### config.mk
export PLATFORM = sky130hd
export DESIGN_NAME = vend_credit_ctrl
export DESIGN_NICKNAME = d
export VERILOG_FILES = /design/src/rtl/vend_credit_ctrl.sv
export SDC_FILE = /design/constraint.sdc
export NUM_CORES = 1
export LEC_CHECK = 0
export CORE_ASPECT_RATIO = 1.25
export CORE_UTILIZATION = 31
export DETAILED_ROUTE_END_ITERATION = 16
export PLACE_DENSITY = 0.51
export SYNTH_ARGS = -nofsm -noshare
export SYNTH_HDL_FRONTEND = slang
export SYNTH_SLANG_ARGS = --single-unit
### constraint.sdc
create_clock -name clk -period 3.5 [get_ports clk]
set_input_delay 0.525 -clock clk [delete_from_list [all_inputs] [get_ports clk]]
set_output_delay 0.525 -clock clk [all_outputs]
set_load 0.02 [all_outputs]
### src/rtl/vend_credit_ctrl.sv
// Credit-accounting controller for the vending machine: accumulates coin credit,
// dispenses when credit covers PRICE, then pays back change one unit per cycle.
module vend_credit_ctrl #(
  parameter int unsigned PRICE = 15
) (
  input  logic       clk,
  input  logic       reset,
  input  logic       coin1,
  input  logic       coin5,
  input  logic       coin10,
  input  logic       buy,
  input  logic       cancel,
  output logic [4:0] credit,
  output logic [4:0] change,
  output logic       disp_sel,
  output logic       dispense,
  output logic       ret_unit,
  output logic       coin_reject,
  output logic       no_funds
);

  localparam logic [4:0] PRICE_C = PRICE[4:0];

  typedef enum logic [1:0] {IDLE, COLLECT, VEND, RETURN} state_t;

  state_t     state;
  logic       one_coin;
  logic       any_coin;
  logic       coin_ok;
  logic       funds_ok;
  logic [4:0] coin_val;
  logic [5:0] coin_sum;

  always_comb begin
    one_coin = 1'b0;
    coin_val = 5'd0;
    case ({coin10, coin5, coin1})
      3'b001:  begin one_coin = 1'b1; coin_val = 5'd1;  end
      3'b010:  begin one_coin = 1'b1; coin_val = 5'd5;  end
      3'b100:  begin one_coin = 1'b1; coin_val = 5'd10; end
      default: begin one_coin = 1'b0; coin_val = 5'd0;  end
    endcase
    any_coin = coin1 | coin5 | coin10;
    // Bit 5 of the 6-bit sum flags a credit that would exceed 31.
    coin_sum = {1'b0, credit} + {1'b0, coin_val};
    coin_ok  = one_coin & ~coin_sum[5];
    funds_ok = (credit >= PRICE_C);
  end

  always_ff @(posedge clk or posedge reset) begin
    if (reset) begin
      state       <= IDLE;
      credit      <= '0;
      change      <= '0;
      disp_sel    <= 1'b0;
      dispense    <= 1'b0;
      ret_unit    <= 1'b0;
      coin_reject <= 1'b0;
      no_funds    <= 1'b0;
    end else begin
      // NOTE: pulses default here and are overridden below; with non-blocking
      // assignments the last write in this block is the one that lands.
      dispense    <= 1'b0;
      ret_unit    <= 1'b0;
      no_funds    <= 1'b0;
      coin_reject <= any_coin;
      case (state)
        IDLE: begin
          no_funds <= buy;
          if (coin_ok) begin
            credit      <= coin_sum[4:0];
            coin_reject <= 1'b0;
            state       <= COLLECT;
          end
        end
        COLLECT: begin
          if (cancel) begin
            // Credit is never zero here, so the first unit is paid right away.
            change   <= credit - 5'd1;
            credit   <= '0;
            ret_unit <= 1'b1;
            disp_sel <= 1'b1;
            state    <= RETURN;
          end else if (buy && funds_ok) begin
            change   <= credit - PRICE_C;
            credit   <= '0;
            dispense <= 1'b1;
            disp_sel <= 1'b1;
            state    <= VEND;
          end else begin
            no_funds <= buy;
            if (coin_ok) begin
              credit      <= coin_sum[4:0];
              coin_reject <= 1'b0;
            end
          end
        end
        VEND, RETURN: begin
          if (change != 5'd0) begin
            change   <= change - 5'd1;
            ret_unit <= 1'b1;
            state    <= RETURN;
          end else begin
            disp_sel <= 1'b0;
            state    <= IDLE;
          end
        end
        default: state <= IDLE;
      endcase
    end
  end

endmodule

==> results of run 1 <==
worst min-delay path by stage:
| stage | start | to | depth (start not counted) |
|---|---|---|---|
| after floorplan | reset | change[0] | 1 |
| after global placement | disp_sel | disp_sel | 2 |
| after detailed placement | disp_sel | disp_sel | 2 |
| after CTS | disp_sel | disp_sel | 2 |
| after global routing | disp_sel | disp_sel | 2 |
| final | disp_sel | disp_sel | 2 |
worst max-delay path, delay by kind of cell:
kind	cells	cell delay, ns
AOI/OAI and AO/OA	2	0.49
adders and majority gates	1	0.34
buffers and inverters	1	0.56
and+or+nand+nor	3	0.98
power by group through the flow:
stage                     registers (mW)  clock network [mW]  logic (mW)
after detailed placement           0.449                   0       0.781
after global placement             0.447                   0       0.773
after global routing               0.465               0.160       0.856
final                              0.443               0.145       0.777
after floorplan                    0.465                   0       0.506
after CTS                          0.446               0.149       0.786
cell type report:
cell class / count / area, um^2 / area share [%]
flip-flops and latches: 17 / 425 / 26.9
inverters: 11 / 41.3 / 2.61
clock buffers: 3 / 41.3 / 2.61
repair buffers: 21 / 210 / 13.3
clock inverters: 1 / 5.00 / 0.316
well taps: 54 / 67.6 / 4.27
multi-input cells: 92 / 791 / 50.0
cells in the final DEF, fill, tap and decap left out, types with 3 or more instances in the layout:
| master | instances |
|---|---|
| clkdlybuf4s50_1 | 21 |
| dfrtp_1 | 17 |
| inv_1 | 9 |
| ha_1 | 9 |
| a21oi_1 | 8 |
| xor2_1 | 5 |
| nor2_1 | 5 |
| a221o_1 | 5 |
| nor3b_1 | 5 |
| o21ai_0 | 4 |
| o211a_1 | 4 |
| mux2i_1 | 4 |
| xnor2_1 | 3 |
| nor3_1 | 3 |
| o32ai_1 | 3 |
| clkbuf_8 | 3 |
stage by stage:
stage | total power [mW] | setup WS, ns | cell area [um^2]
after floorplan | 0.971 | 1.30 | 1300
after global placement | 1.22 | 0.569 | 1540
after detailed placement | 1.23 | 0.519 | 1540
after CTS | 1.38 | 0.772 | 1580
after global routing | 1.48 | 0.654 | 1580
final | 1.37 | 0.798 | 1580
per-layer routing:
metal / vias up / track usage, % / wire length [um]
li1: 513 / - / -
met1: 516 / 18.0 / 1360
met2: 27 / 26.8 / 1500
met3: 2 / 1.74 / 101
met4: 0 / 5.94 / 17
met5: - / 0 / 0
kinds of logic after synthesis:
logic type	synth area share, %
AOI/OAI and AO/OA	24.1
and+or+nand+nor	18.1
DFF	32.8
buffers and inverters	6.18
adders and majority gates	10.2
xor gates and xnor gates	5.41
muxes	3.09
registers in the layout, indices dropped and copies added (netlist names):
register / count
credit: 5
state: 2
coin_reject: 1
disp_sel: 1
ret_unit: 1
no_funds: 1
dispense: 1
change: 5
==> results.json, run 1 <==
{
  "synth.distinct_cells": 48,
  "antennaDiodeCount": 0,
  "core_um2": 3880,
  "syn_to_final_growth_pct": 22.0,
  "htree_levels": 1,
  "io_pins": 22,
  "timing.fmax_mhz": 370,
  "drt_iter0_markers": 29,
  "p_seq_share_pct": 32.5,
  "fp.dieArea_um2": 4450,
  "p_switching_mw": 0.619,
  "postCtsSetupBuffers": 0,
  "switching_share_pct": 45.4,
  "slowest_delay_ns": 0.56,
  "syn_area_um2": 1300,
  "synth-seq-cells": 17,
  "seq_area_frac_synth_pct": 32.8,
  "cap_viol_max_count": 0,
  "layout_min_cycle_time_ns": 2.70,
  "clkTransAtPathRegs_ns": 0.06,
  "fillers": 414,
  "die_w_um": 59.8,
  "slowest_stage": "clkdlybuf4s50_1",
  "rows": 25,
  "startpoint_type": "input port",
  "cts.sinks": 17,
  "clockPowerShare_pct": 10.6,
  "period_share_pct": 77.2,
  "worst_pin_slew_ns": 0.639,
  "r2r_end": "credit[3]",
  "dr.pass1.iters": 4,
  "gp_congestion": 0.730,
  "drc": 0,
  "critPathKind": "in -> reg",
  "antenna_left": 0,
  "port_buffers": 21,
  "ys_warn_count": 0,
  "hold_viol_final": 0,
  "ys_top_cells_by_area": "dfrtp_1, ha_1, a221o_1",
  "cts_buffers": 3,
  "synthesis.nets": 142,
  "ctsHoldBuffers": 0,
  "yosysMostFrequentCell": "dfrtp_1",
  "layout.nets": 163,
  "r2r_slack_ns": 1.15,
  "fp.dieH_um": 74.3,
  "final_cells": 199,
  "crit_fanout": 7,
  "synth_common_cells": "dfrtp_1, ha_1, inv_1",
  "fin_tns_setup_ns": 0,
  "insertion_delay_ns": 0.25,
  "synth_top_area_cell": "dfrtp_1",
  "start_util_pct": 33.4,
  "p_leak_nw": 0.700,
  "syn_inst": 125,
  "vias_per_cell": 5.32,
  "skew_ns": 0.00665,
  "min_path_type": "reg -> reg",
  "p_int_mw": 0.746,
  "ys_async_sr_fraction_pct": 100,
  "antenna_found_initial": 0,
  "synthDominantCellAreaShare_pct": 32.8,
  "critPathArrivalTime_ns": 2.89,
  "grt_pass1_vias": 1099,
  "track_usage_pct": 15.0,
  "syn_avg_cell_area_um2": 10.4,
  "drive_gt1_share_pct": 11.0,
  "dpl.cell_count": 195,
  "finalMaxSlewViolations": 0,
  "clk_root_buffer_cell": "clkbuf_8",
  "crit_start": "coin10",
  "grt_pass1_wl_um": 5030,
  "grt.overflow.total": 0,
  "synth_flop_cell": "dfrtp_1",
  "reg2reg_depth": 7,
  "holdWs_ns": 0.522,
  "cts_buffer_depth": 2,
  "wl_um": 2980,
  "status": "completed",
  "rsz0062_at_grt": "false",
  "wire_per_inst_um": 14.9,
  "finalSetupViolCount": 0,
  "cts_tree": "built",
  "crit_path_end_kind": "register",
  "path_cells": "clkdlybuf4s50_1 > nor3b_1 > ha_1 > a211oi_1 > nor3_2 > nor4b_4 > a221o_1",
  "hpwlAfterDp_um": 2270,
  "synth_edf_count": 0,
  "rr_startpoint": "credit[0]",
  "power.density_nw_per_um2": 863,
  "grt_start_max_net_pins": 18,
  "ctsResizeCount": 0,
  "max_slew_margin_pct": 57.4,
  "p_comb_share_pct": 56.9,
  "irDropWorstVdd_mv": 0.330,
  "num_vias": 1058,
  "postLayoutCoreUtil_pct": 40.8,
  "cp.required_ns": 3.69,
  "crit_end": "credit[3]"
}
Note: power is estimated with default switching activity, not from simulation.
==> inputs of run 2 (changes only) <==
--- a/config.mk
+++ b/config.mk
@@ -8,7 +8,7 @@
 export CORE_ASPECT_RATIO = 1.25
 export CORE_UTILIZATION = 31
 export DETAILED_ROUTE_END_ITERATION = 16
-export PLACE_DENSITY = 0.51
+export PLACE_DENSITY = 0.53
 export SYNTH_ARGS = -nofsm -noshare
 export SYNTH_HDL_FRONTEND = slang
 export SYNTH_SLANG_ARGS = --single-unit
==> constraint.sdc (replaced) <==
create_clock -name clk -period 2.4 [get_ports clk]
set_input_delay 0.36 -clock clk [delete_from_list [all_inputs] [get_ports clk]]
set_output_delay 0.36 -clock clk [all_outputs]
set_load 0.02 [all_outputs]
==> run 2 against run 1 <==
Count of clock-buffer cells in the layout grew 1. Clock skew is 0.0016 ns lower. Utilization up 3.9 points. Sequential cell count unchanged. Die area unchanged. Power up 56%. Critical path type unchanged. Largest cell class unchanged.
==> results.json, run 2 (synthesis results as in run 1) <==
{
  "status": "completed",
  "skew_ns": 0.00502,
  "start_util_pct": 33.4,
  "max_slew_margin_pct": 56.2,
  "antenna_found_initial": 0,
  "postLayoutCoreUtil_pct": 44.7,
  "syn_to_final_growth_pct": 33.8,
  "power_mw": 2.13,
  "drt_iter0_markers": 44,
  "period_share_pct": 94.0,
  "clkTransAtPathRegs_ns": 0.07,
  "antennaDiodeCount": 0,
  "clk_root_buffer_cell": "clkbuf_8",
  "irDropWorstVdd_mv": 0.481,
  "slowest_stage": "clkdlybuf4s50_1",
  "reg_top3": "change x5, credit x5, state x2",
  "hold_viol_final": 0,
  "fin_tns_setup_ns": 0,
  "hpwlAfterDp_um": 2450,
  "fp.dieArea_um2": 4450,
  "port_buffers": 21,
  "track_usage_pct": 16.3,
  "fp.dieH_um": 74.3,
  "slowest_delay_ns": 0.54,
  "path_cells": "clkdlybuf4s50_1 > xor2_1 > nor2b_1 > ha_2 > fa_1 > a21o_1 > a21oi_1 > or4_1 > a21oi_1",
  "layout_min_cycle_time_ns": 2.26,
  "drc": 0,
  "layout_commonest_cell": "clkdlybuf4s50_1",
  "startpoint_type": "input port",
  "finalMaxSlewViolations": 0,
  "num_vias": 1120,
  "grt_pass1_vias": 1142,
  "worst_pin_slew_ns": 0.656,
  "cts_buffer_depth": 2,
  "crit_path_end_kind": "register",
  "cap_viol_max_count": 0,
  "grt_pass1_wl_um": 5200,
  "dr.pass1.iters": 4,
  "p_leak_nw": 0.798,
  "crit_top_cell": "a21oi_1",
  "core_um2": 3880,
  "power.density_nw_per_um2": 1230,
  "path_buf_inv": 1,
  "postCtsSetupBuffers": 0,
  "wire_per_inst_um": 14.8,
  "htree_levels": 1,
  "fillers": 411,
  "critPathKind": "in -> reg",
  "finalSetupViolCount": 0,
  "cts_buffers": 3,
  "crit_fanout": 4,
  "rsz0062_at_grt": "false",
  "insertion_delay_ns": 0.26,
  "vias_per_cell": 5.16,
  "final_cells": 217,
  "final_cell_mix": "clkdlybuf4s50_1, buf_4, dfrtp_1",
  "gp_congestion": 0.780,
  "die_w_um": 59.8,
  "antenna_left": 0,
  "io_pins": 22,
  "crit_family": "simple AND/OR/NAND/NOR gates",
  "layout.nets": 181,
  "dpl.cell_count": 213,
  "drive_gt1_share_pct": 22.1,
  "wl_um": 3200,
  "cp.required_ns": 2.58,
  "cts.sinks": 17,
  "grt.overflow.total": 0,
  "min_path_type": "in -> async",
  "rows": 25,
  "critPathArrivalTime_ns": 2.44,
  "cts_tree": "built",
  "grt_start_max_net_pins": 18,
  "timing.fmax_mhz": 443
}
## run 2: through the flow
| stage | hold WS [ns] | cell area [um^2] | worst slack, ns |
|---|---|---|---|
| after floorplan | 0.286 | 1300 | 0.221 |
| after global placement | 0.513 | 1670 | -0.146 |
| after detailed placement | 0.517 | 1670 | -0.193 |
| after CTS | 0.511 | 1720 | 0.0812 |
| after global routing | 0.560 | 1730 | 0.0140 |
| final | 0.490 | 1730 | 0.144 |
## run 2: worst paths after layout
| kind | from | end | slack, ns | depth (start not counted) |
|---|---|---|---|---|
| worst max-delay path | coin1 | credit[4] | 0.14 | 9 |
| worst min-delay path | reset | disp_sel | 0.49 | 2 |
| worst max register to register | credit[0] | credit[2] | 0.28 | 7 |
| worst min register to register | disp_sel | disp_sel | 0.52 | 2 |
| max in group asynchronous | reset | change[0] | 1.49 | 2 |
| min in group clk | disp_sel | disp_sel | 0.52 | 2 |
## run 2: repair_timing
item,4_1_cts,5_1_grt
hold buffers,0,0
resized for setup,0,5
setup endpoints to repair,0,7
## run 2: worst reg2reg max path: cells and delay by family, from the launching register on
family	cells	cell delay (ns)
flops	1	0.39
compound gates	2	0.48
fa+ha+maj	2	0.44
simple gates	3	0.75
## run 2: cell type report
type                            count  area [um^2]  area share [%]
Multi-Input combinational cell     92          810            46.7
Inverter                           11         41.3            2.38
Sequential cell                    17          425            24.5
Timing Repair Buffer               39          345            19.9
Tap cell                           54         67.6            3.90
Clock buffer                        4         45.0            2.60
## run 2: metal layers
metal | vias up | global-route usage [%] | share of wire, %
met5 | - | 0 | 0
met4 | 0 | 8.79 | 2.8
met3 | 7 | 2.43 | 3.3
met2 | 30 | 29.1 | 52
met1 | 533 | 18.2 | 42
li1 | 550 | - | -
## run 2: power by group
part | total [mW] | switching (mW) | internal (mW)
logic | 1.40 | 0.731 | 0.665
clock network | 0.215 | 0.0972 | 0.118
registers | 0.520 | 0.110 | 0.410
==> inputs of run 3 (changes only) <==
--- a/config.mk
+++ b/config.mk
@@ -8,7 +8,9 @@
 export CORE_ASPECT_RATIO = 1.25
 export CORE_UTILIZATION = 31
 export DETAILED_ROUTE_END_ITERATION = 16
+export GPL_ROUTABILITY_DRIVEN = 0
 export PLACE_DENSITY = 0.53
+export SETUP_SLACK_MARGIN = 0.1
 export SYNTH_ARGS = -nofsm -noshare
 export SYNTH_HDL_FRONTEND = slang
 export SYNTH_SLANG_ARGS = --single-unit
==> run 3 against run 2 <==
Via count shrank 0.63%. Die area is the same. Critical endpoint is now credit[1]. Highest routed layer unchanged. Power grew 0.44%. Cell area grew 1.2%. Wire length grew 0.78%. First-iteration DRC count shrank 2.3%. Critical path type unchanged. Sequential cell count is the same.
==> results.json, run 3 (synthesis results as in run 1) <==
{
  "multi_input_area_um2": 828,
  "irDropWorstVdd_mv": 0.483,
  "cts.sinks": 17,
  "dp_slack_ns": -0.193,
  "port_buffers": 21,
  "clk_root_buffer_cell": "clkbuf_8",
  "fp.dieH_um": 74.3,
  "insertion_delay_ns": 0.26,
  "clkTransAtPathRegs_ns": 0.07,
  "min_path_type": "in -> async",
  "crit_family": "simple AND/OR/NAND/NOR gates",
  "power_mw": 2.14,
  "slowest_stage": "clkdlybuf4s50_1",
  "layout.nets": 181,
  "cts_buffer_depth": 2,
  "worst_pin_slew_ns": 0.656,
  "ctsHoldBuffers": 0,
  "antennaDiodeCount": 0,
  "core_um2": 3880,
  "path_cells": "clkdlybuf4s50_1 > nor3b_2 > buf_4 > ha_1 > a211oi_2 > nor3_4 > nor4b_4 > a221o_1",
  "timing.fmax_mhz": 466,
  "hold_viol_final": 0,
  "slowest_delay_ns": 0.41,
  "critPathArrivalTime_ns": 2.28,
  "crit_fanout": 7,
  "critPathKind": "in -> reg",
  "cap_viol_max_count": 0,
  "p_leak_nw": 0.812,
  "layout_commonest_cell": "clkdlybuf4s50_1",
  "path_buf_inv": 2,
  "skew_ns": 0.00645,
  "start_util_pct": 33.4,
  "hpwlAfterDp_um": 2450,
  "p_switching_mw": 0.946,
  "antenna_found_initial": 0,
  "htree_levels": 1,
  "highest_layer": "met4",
  "fillers": 405,
  "drive_gt1_share_pct": 24.5,
  "switching_share_pct": 44.2,
  "fin_tns_setup_ns": 0,
  "fp.dieArea_um2": 4450,
  "die_w_um": 59.8,
  "p_seq_share_pct": 24.3,
  "p_int_mw": 1.20,
  "power.density_nw_per_um2": 1220,
  "num_vias": 1113,
  "setup_ws_ns": 0.255,
  "finalMaxSlewViolations": 0,
  "drc": 0,
  "r2r_slack_ns": 0.27,
  "cts_buffers": 3,
  "final_cells": 217,
  "postLayoutCoreUtil_pct": 45.2,
  "grt_pass1_wl_um": 5220,
  "layout_min_cycle_time_ns": 2.15,
  "route.met2.wl_um": 1720,
  "track_usage_pct": 16.3,
  "seq_area_um2": 425,
  "route.met3.wl_um": 91,
  "wire_per_inst_um": 14.9,
  "wl_met1_um": 1320,
  "status": "completed",
  "postCtsSetupBuffers": 0,
  "reg_top3": "change x5, credit x5, state x2",
  "dpl.cell_count": 213,
  "crit_path_end_kind": "register",
  "rows": 25,
  "syn_to_final_growth_pct": 35.3,
  "period_share_pct": 89.4,
  "io_pins": 22,
  "grt_start_max_net_pins": 18,
  "dr.pass1.iters": 4,
  "finalSetupViolCount": 0,
  "startpoint_type": "input port",
  "rsz0062_at_grt": "false",
  "grt.overflow.total": 0,
  "final_cell_mix": "clkdlybuf4s50_1, buf_4, dfrtp_1",
  "cp.required_ns": 2.54,
  "vias_per_cell": 5.13,
  "wl_um": 3230,
  "clockPowerShare_pct": 10.1,
  "p_comb_share_pct": 65.6,
  "drt_iter0_markers": 43,
  "max_slew_margin_pct": 56.2,
  "antenna_left": 0,
  "cts_tree": "built",
  "grt_pass1_vias": 1151
}
-- run 3: repair_timing --
item                                    in CTS  in global routing
resized for setup                            4                  7
endpoints found under the setup margin       2                  7
pin swaps                                    2                  2
-- run 3: layout make-up --
cell class / instances / area share, %
tap: 54 / 3.85
multi-input combinational: 92 / 47.2
clock buffer: 4 / 2.57
timing repair buffer: 39 / 19.8
sequential: 17 / 24.3
inverter: 11 / 2.35
-- run 3: power groups by stage --
stage	Sequential (mW)	Clock [mW]	Combinational (mW)
detailed placement	0.525	0	1.38
global placement	0.520	0	1.37
global route	0.536	0.235	1.54
floorplan	0.678	0	0.738
finish	0.520	0.217	1.40
CTS	0.521	0.225	1.39
-- run 3: stage by stage --
step                      instance area, um^2  hold WS (ns)
after global placement                   1670         0.513
after detailed placement                 1670         0.517
final                                    1750         0.488
after global routing                     1750         0.560
after CTS                                1720         0.511
after floorplan                          1300         0.286
-- run 3: per-layer routing --
layer  track usage [%]  vias to the layer above
li1                  -                      551
met3              2.43                        7
met1              18.2                      531
met2              29.4                       24
met4              8.79                        0
met5                 0                        -
-- run 3: worst paths after layout --
check | from | endpoint | cells after the start
max reg2reg | credit[0] | credit[2] | 7
min in group clk | disp_sel | disp_sel | 2
max in group asynchronous | reset | change[0] | 2
max | coin10 | credit[1] | 8
min | reset | disp_sel | 2
min reg2reg | disp_sel | disp_sel | 2
